[src/rtl/mu_ring_arbiter.sv]
// Motion-update migration ring arbiter: picks one packet per cycle from the upstream ring or the
// local MU buffer, returns it locally or forwards it downstream under credit control.
module mu_ring_arbiter #(
    parameter int PKT_WIDTH    = 32,
    parameter int MU_ID_WIDTH  = 4,
    parameter int LOCAL_MU_ID  = 0,
    parameter int STARVE_LIMIT = 8,
    parameter int CREDITS      = 4
) (
    input  logic                 clk,
    input  logic                 rst,
    input  logic [PKT_WIDTH-1:0] i_ring_pkt,
    input  logic                 i_ring_valid,
    output logic                 o_ring_ready,
    input  logic [PKT_WIDTH-1:0] i_buf_pkt,
    input  logic                 i_buf_valid,
    output logic                 o_buf_rden,
    output logic [PKT_WIDTH-1:0] o_ret_pkt,
    output logic                 o_ret_valid,
    output logic [PKT_WIDTH-1:0] o_fwd_pkt,
    output logic                 o_fwd_valid,
    input  logic                 i_credit_return,
    output logic [3:0]           o_credits,
    output logic                 o_credit_err,
    output logic [15:0]          o_fwd_count,
    output logic                 o_idle
);

    localparam logic [MU_ID_WIDTH-1:0] LOCAL_ID   = MU_ID_WIDTH'(LOCAL_MU_ID);
    localparam logic [7:0]             STARVE_MAX = 8'(STARVE_LIMIT - 1);
    localparam logic [3:0]             CREDIT_MAX = 4'(CREDITS);

    typedef enum logic {
        RING_PRIO = 1'b0,
        BUF_PRIO  = 1'b1
    } state_t;

    state_t               state, state_next;
    logic [7:0]           starve_cnt;
    logic                 ring_local, buf_local;
    logic                 ring_elig, buf_elig;
    logic                 ring_gnt, buf_gnt;
    logic                 gnt_any, gnt_local, fwd_gnt, ret_gnt;
    logic [PKT_WIDTH-1:0] gnt_pkt;

    assign ring_local = (i_ring_pkt[PKT_WIDTH-1 -: MU_ID_WIDTH] == LOCAL_ID);
    assign buf_local  = (i_buf_pkt[PKT_WIDTH-1 -: MU_ID_WIDTH] == LOCAL_ID);
    // Local returns bypass the downstream buffer, so only forwards consume credits.
    assign ring_elig  = i_ring_valid & (ring_local | (o_credits != 4'd0));
    assign buf_elig   = i_buf_valid & (buf_local | (o_credits != 4'd0));

    always_comb begin
        state_next = state;
        ring_gnt   = 1'b0;
        buf_gnt    = 1'b0;
        case (state)
            RING_PRIO: begin
                if (ring_elig)
                    ring_gnt = 1'b1;
                else if (buf_elig)
                    buf_gnt = 1'b1;
                if (i_buf_valid && !buf_gnt && starve_cnt == STARVE_MAX)
                    state_next = BUF_PRIO;
            end
            BUF_PRIO: begin
                if (buf_elig)
                    buf_gnt = 1'b1;
                else if (ring_elig)
                    ring_gnt = 1'b1;
                if (buf_gnt)
                    state_next = RING_PRIO;
            end
            default: state_next = RING_PRIO;
        endcase
    end

    assign o_ring_ready = ring_gnt;
    assign o_buf_rden   = buf_gnt;
    assign gnt_any      = ring_gnt | buf_gnt;
    assign gnt_local    = ring_gnt ? ring_local : buf_local;
    assign gnt_pkt      = ring_gnt ? i_ring_pkt : i_buf_pkt;
    assign fwd_gnt      = gnt_any & ~gnt_local;
    assign ret_gnt      = gnt_any & gnt_local;

    always_ff @(posedge clk or negedge rst) begin
        if (!rst) begin
            state      <= RING_PRIO;
            starve_cnt <= 8'd0;
        end else begin
            state <= state_next;
            if (!i_buf_valid || buf_gnt)
                starve_cnt <= 8'd0;
            else if (starve_cnt != STARVE_MAX)
                starve_cnt <= starve_cnt + 8'd1;
        end
    end

    // Packet registers only load on a grant so they keep the last packet while idle.
    always_ff @(posedge clk or negedge rst) begin
        if (!rst) begin
            o_ret_pkt   <= '0;
            o_ret_valid <= 1'b0;
            o_fwd_pkt   <= '0;
            o_fwd_valid <= 1'b0;
            o_fwd_count <= 16'd0;
        end else begin
            o_ret_valid <= ret_gnt;
            o_fwd_valid <= fwd_gnt;
            if (ret_gnt)
                o_ret_pkt <= gnt_pkt;
            if (fwd_gnt) begin
                o_fwd_pkt   <= gnt_pkt;
                o_fwd_count <= o_fwd_count + 16'd1;
            end
        end
    end

    // A forward is only granted with credits available, so the decrement cannot underflow.
    always_ff @(posedge clk or negedge rst) begin
        if (!rst) begin
            o_credits    <= CREDIT_MAX;
            o_credit_err <= 1'b0;
            o_idle       <= 1'b0;
        end else begin
            case ({fwd_gnt, i_credit_return})
                2'b10: o_credits <= o_credits - 4'd1;
                2'b01: begin
                    if (o_credits == CREDIT_MAX)
                        o_credit_err <= 1'b1;
                    else
                        o_credits <= o_credits + 4'd1;
                end
                default: o_credits <= o_credits;
            endcase
            o_idle <= ~i_ring_valid & ~i_buf_valid & (o_credits == CREDIT_MAX);
        end
    end

endmodule

[config.mk]
export PLATFORM = sky130hd
export DESIGN_NAME = mu_ring_arbiter
export DESIGN_NICKNAME = d
export VERILOG_FILES = /design/src/rtl/mu_ring_arbiter.sv
export SDC_FILE = /design/constraint.sdc
export NUM_CORES = 1
export LEC_CHECK = 0
export ABC_CLOCK_PERIOD_IN_PS = 3100
export BUFFER_PORTS_ARGS = -buffer_cell sky130_fd_sc_hd__buf_4
export CAP_MARGIN = 20
export CORE_ASPECT_RATIO = 1.4
export CORE_MARGIN = 1.5
export CORE_UTILIZATION = 49
export DETAILED_ROUTE_END_ITERATION = 10
export GPL_ROUTABILITY_DRIVEN = 0
export GPL_TIMING_DRIVEN = 0
export PLACE_DENSITY_LB_ADDON = 0.1
export SKIP_LAST_GASP = 1
export SLEW_MARGIN = 5
export SYNTH_ARGS = -nofsm -noshare
export SYNTH_HDL_FRONTEND = slang
export SYNTH_SLANG_ARGS = --single-unit
[constraint.sdc]
create_clock -name clk -period 3.1 [get_ports clk]
set_input_delay 0.465 -clock clk [delete_from_list [all_inputs] [get_ports clk]]
set_output_delay 0.465 -clock clk [all_outputs]
set_load 0.005 [all_outputs]
# Word-level counts from Yosys, hierarchy flattened
# Index checks and enable logic that the tools add are counted.
# totals
register_bits,97
latch_bits,0
ramBits,0
rom_bits,0
inputBits,69
out_inout_bits,90
wordCells,62
mem_count,0
# op_classes
n_addsub,4
n_mul,0
div,0
magnitude_cmp,0
eq_ne,6
shifts,0
muxes,17
bitwise_logic,13
reduce_logical,12
# ops
cell,count
$mux W32,1
$add A16 B1 Y16 const B,1
$mux W8,2
$mux W1,9
$add A8 B1 Y8 const B,1
$eq A8 B3 Y1 const B,1
$logic_not A4 Y1,2
$ne A8 B3 Y1 const B,1
$pmux W4 S2,1
$and A1 B1 Y1,6
$pmux W1 S2,3
$add A4 B1 Y4 const B,1
$eq A4 B3 Y1 const B,1
$mux W4,1
$not A1 Y1,4
$reduce_and A2 Y1,2
$reduce_bool A2 Y1,2
$reduce_bool A4 Y1,1
$sub A4 B1 Y4 const B,1
$or A1 B1 Y1,3
$eq A2 B1 Y1 const B,1
$eq A2 B2 Y1 const B,1
$logic_and A1 B1 Y1,2
$logic_not A1 Y1,2
2 further kinds,2

# Depth between registers and ports, before layout
# depth
depth_word,12
ltp_mapped,12
ltp_nobuf,10

# Worst setup path before layout
# OpenSTA, ideal clock, no wires.
# synth_timing
kind,input to register
from,input i_buf_pkt[28]
to,register o_credits[3]
setup_ps,126
t_arrival_ps,2834
required_time_ps,2974
setup_slack_ps,139
cell_stages,11
path_buffers,1
path_cell_list,or4_4 a32oi_2 or2_1 buf_6 nand2_1 ha_1 a21o_1 a21o_1 or4_1 a21oi_1 a31oi_1
# synth_via
elab_chain_cells,12
elab_cells_between_ends,20
# synth_rtl
item,line_no,rtl
from (decl),15,"input logic [PKT_WIDTH-1:0] i_buf_pkt,"
$logic_not A4 Y1 (*),47,assign buf_local = (i_buf_pkt[PKT_WIDTH-1 -: MU_ID_WIDTH] == LOCAL_ID);
$or A1 B1 Y1,50,assign buf_elig = i_buf_valid & (buf_local | (o_credits != 4'd0));
$and A1 B1 Y1,50,
$mux W1,"60, 66",
$mux W1,58,if (ring_elig)
$mux W1,56,case (state)
$pmux W1 S2,56,
$or A1 B1 Y1,79,assign gnt_any = ring_gnt | buf_gnt;
$and A1 B1 Y1 (*),82,assign fwd_gnt = gnt_any & ~gnt_local;
$eq A2 B1 Y1 / $eq A2 B2 Y1 (equally long branches),125,"case ({fwd_gnt, i_credit_return})"
$ne A2 B2 Y1 (no source line) / $reduce_bool A2 Y1 (equally long branches),n/a,
$reduce_and A2 Y1 (no source line),n/a,
to (signal assigned),126,2'b10: o_credits <= o_credits - 4'd1;
to (signal assigned),131,o_credits <= o_credits + 4'd1;
to (signal assigned),133,default: o_credits <= o_credits;
to (decl),23,"output logic [3:0] o_credits,"
# Mark *: on every way between the ends. The rest lies on a longest branch, timed or not. The select of a mux whose other input is x is not followed.
# A chain may end at the register's enable or synchronous reset.

# Final worst setup path
# Ends and elaborated chain as after synthesis.

==> summary.md <==
| Metric | Value |
|---|---|
| Status | `finished clean` |
| Final worst path period need | `just under 3000 ps` |
| Final net count | `629` |
| P&R area growth vs syn | `38.9%` |
| Commonest non-fill, non-tap cells in the layout | `buf_4, dfrtp_1, nor2_1, a21oi_1, mux2i_1` |
| Top cell type's share of synthesized area | `0.566` |
| Mean post-synth cell area | `11.0 µm²` |
| Critical path cell sequence | `buf_4 > or4_4 > a32oi_2 > or2_1 > buf_6 > nand2_1 > ha_1 > a21o_1 > a21o_1 > or4_1 > a21oi_1 > a31oi_1` |
| Synth Flop Type | `dfrtp_1` |
| CTS H-tree lvls | `3` |
| Vias | `3485` |
| GRT Total Usage | `0.241` |
| Placed cells | `649` |
| Final hold vios | `0` |
| Clk Latency, worst-skew pair | `330 ps` |
| Crit path DAT | `roughly 3200 ps` |
| Post-CTS Resized | `0` |
| Cts hold-fix bufs | `0` |
| Kind of critical path | `in2reg` |
| Max Cap Viol | `0` |
| CTS Buf Count | `9` |
| WP buf/inv | `2` |
| Initial antenna violation count | `0` |
| Reg2reg setup slack | `around 250 ps` |
| CTS clock-pin slew for the worst setup and hold paths | `60 ps` |
| Pre-CTS WS | `-213 ps` |
| Crit path launch type | `input port` |
| Initial Util | `0.499` |
| GRT overflow | `0` |
| Clock skew | `between 4 and 5 ps` |
| CP max-delay cell | `or4_4` |
| Pwr/cell area | `around 750 mW/mm²` |
| Vias in the first global route | `3396` |
| Slew headroom | `0.500` |
| Final setup violation count | `0` |
| FMAX | `between 0.3 and 0.4 GHz` |
| Mapped Area | `0.00424 mm²` |
| #FFs+latches synth | `97` |
| Multi-input logic area | `between 0.0015 and 0.002 mm²` |
| Die Ht | `between 100 and 150 µm` |
| Req. time, crit path | `3310 ps` |
| Commonest non-fill, non-tap cell in the layout | `buf_4` |
| YS warnings | `0` |
| Area leader, netlist | `dfrtp_1` |
| Cell variety after synth | `43` |
| Die area | `0.00924 mm²` |
| Largest net degree at the start of global routing | `53` |
| Worst slew pin tran | `approximately 740 ps` |
| Syn_nets | `460` |
| Fill count | `roughly 680` |
| Postcts setup bufs | `0` |
| LEAKAGE | `between 2 and 3 nW` |
| Port-buffer cells | `approximately 160` |
| Wirelength per Cell | `15.8 µm` |
| Post-synth EDFFs | `0` |
| Root Buffer | `clkbuf_16` |
| First-pass GRT wire length | `around 17000 µm` |
| Final Util | `0.693` |
| Total Wirelength | `10500 µm` |
| Core area | `around 0.0085 mm²` |
| Most numerous cell on the critical path | `a21o_1` |
| Starting DRT DRC Count | `roughly 140` |
| Worst min-delay path class | `in2async` |
| DR DRC count | `0` |
| Placed standard-cell area | `around 0.0056 mm²` |
| FF/Latch Area | `0.00243 mm²` |
| Vias/cell | `roughly 5.2` |
| Crit path max fanout | `7` |
| Post-synth ARST share | `1.00` |
| Synthesized instance count | `386` |
| Post-route ant nets | `0` |
| Layout cells sized above 1 | `0.351` |
| Setup ws final | `approximately 120 ps` |
| Die X | `around 80 µm` |
| N_diodes | `0` |
| CTS tree | `built` |
| DP HPWL | `around 7900 µm` |
| Rows | `40` |
| RSZ-0062 raised after global routing | `no` |
| Register area share after synthesis | `0.572` |
| Drt first pass iters | `4` |
| Final worst path period share | `0.962` |
| Io pins | `approximately 160` |
| Top delay family on crit path | `simple AND/OR/NAND/NOR gates` |
| CP endpoint kind | `flop` |
| Critical Path Max Stage Delay | `~530 ps` |
| Peak supply drop | `about 0.0005 V` |
| Max clock buf depth | `2` |
| Clock Sinks | `between 90 and 100` |
| Finished Cell Area | `approximately 0.006 mm²` |
| Top post-synthesis cells by area | `dfrtp_1, mux2i_1, a21oi_1` |
| Fin Setup TNS | `0 ps` |
| Max Slew Vio Count | `0` |
| Final cell count without fillers | `approximately 660` |
[report_power, final]
group | internal, W | switching, W
Combinational | 0.000778 | 0.000631
Clock | 0.000707 | 0.000428
Sequential | 0.00161 | 0.000255
Total | 0.00309 | 0.00131
[worst register-to-register path, stage by stage (launching register included)]
cell,delay [ps]
dfrtp_1,440
nand2b_1,210
a32oi_2,330
or2_1,160
buf_6,130
nand2_1,140
ha_1,310
a21o_1,180
a21o_1,200
or4_1,430
a21oi_1,140
a31oi_1,50
[layer usage]
| layer | wire (µm) | global-route usage |
|---|---|---|
| met5 | 0 | 0 |
| met4 | 239 | 0.0802 |
| met3 | 634 | 0.0565 |
| met2 | 5350 | 0.391 |
| met1 | 4290 | 0.316 |
[synthesized netlist by cell type, types with 2 or more instances]
| master | n |
|---|---|
| buf_6 | 5 |
| or4_1 | 5 |
| mux2i_1 | 33 |
| nor2b_1 | 4 |
| a21o_1 | 2 |
| inv_1 | 3 |
| nand2_1 | 12 |
| xnor2_1 | 12 |
| o211ai_1 | 2 |
| dfrtp_1 | 96 |
| nor3_1 | 7 |
| nor4_1 | 2 |
| and3_1 | 5 |
| nand3_1 | 7 |
| xor2_1 | 10 |
| a22oi_1 | 2 |
| clkbuf_1 | 4 |
| nand4_1 | 4 |
| a21oi_1 | 62 |
| o21ai_0 | 2 |
| ha_1 | 4 |
| buf_2 | 9 |
| mux2_2 | 2 |
| nor2_1 | 70 |
| and4_1 | 4 |
[kinds of logic after synthesis]
family	share of synthesized area
AOI/OAI and AO/OA	0.107
xor gates and xnor gates	0.0492
adders and majority gates	0.0165
buffers and inverters	0.0315
DFF	0.572
muxes	0.0831
and+or+nand+nor	0.140
[metrics by stage]
step	total power (W)	hold WS, ps
after global routing	0.00470	219
after floorplan	0.00248	169
after CTS	0.00446	186
final	0.00441	164
after detailed placement	0.00331	469
after global placement	0.00324	464
[area by class of cell]
| cell class | count | share of cell area |
|---|---|---|
| sequential | 97 | 0.412 |
| buffer | 18 | 0.0197 |
| tap | 105 | 0.0223 |
| timing repair buffer | 158 | 0.205 |
| multi-input combinational | 267 | 0.285 |
| inverter | 4 | 0.00297 |
| clock inverter | 2 | 0.00594 |
| clock buffer | 13 | 0.0475 |
[flip-flops by register name (all words and copies together), names as in the netlist]
signal        cells
o_credit_err      1
o_idle            1
o_fwd_count      16
o_credits         4
o_fwd_valid       1
starve_cnt        8
o_fwd_pkt        32
state             1
o_ret_valid       1
o_ret_pkt        32
[path summary, 6_finish.rpt]
kind / end / start / cells past startpoint
worst max-delay path: o_credits[3]$_DFFE_PN0P_ / i_buf_pkt[28] / 12
worst min-delay path: o_ret_pkt[24]$_DFFE_PN0P_ / rst / 1
worst max register to register: o_credits[3]$_DFFE_PN0P_ / state$_DFF_PN0_ / 11
worst min register to register: o_fwd_count[15]$_DFFE_PN0P_ / o_fwd_count[15]$_DFFE_PN0P_ / 1
max in group asynchronous: o_fwd_count[2]$_DFFE_PN0P_ / rst / 2
min in group clk: o_idle$_DFF_PN0_ / i_ring_valid / 2
Power figures use the tool's default switching activity.
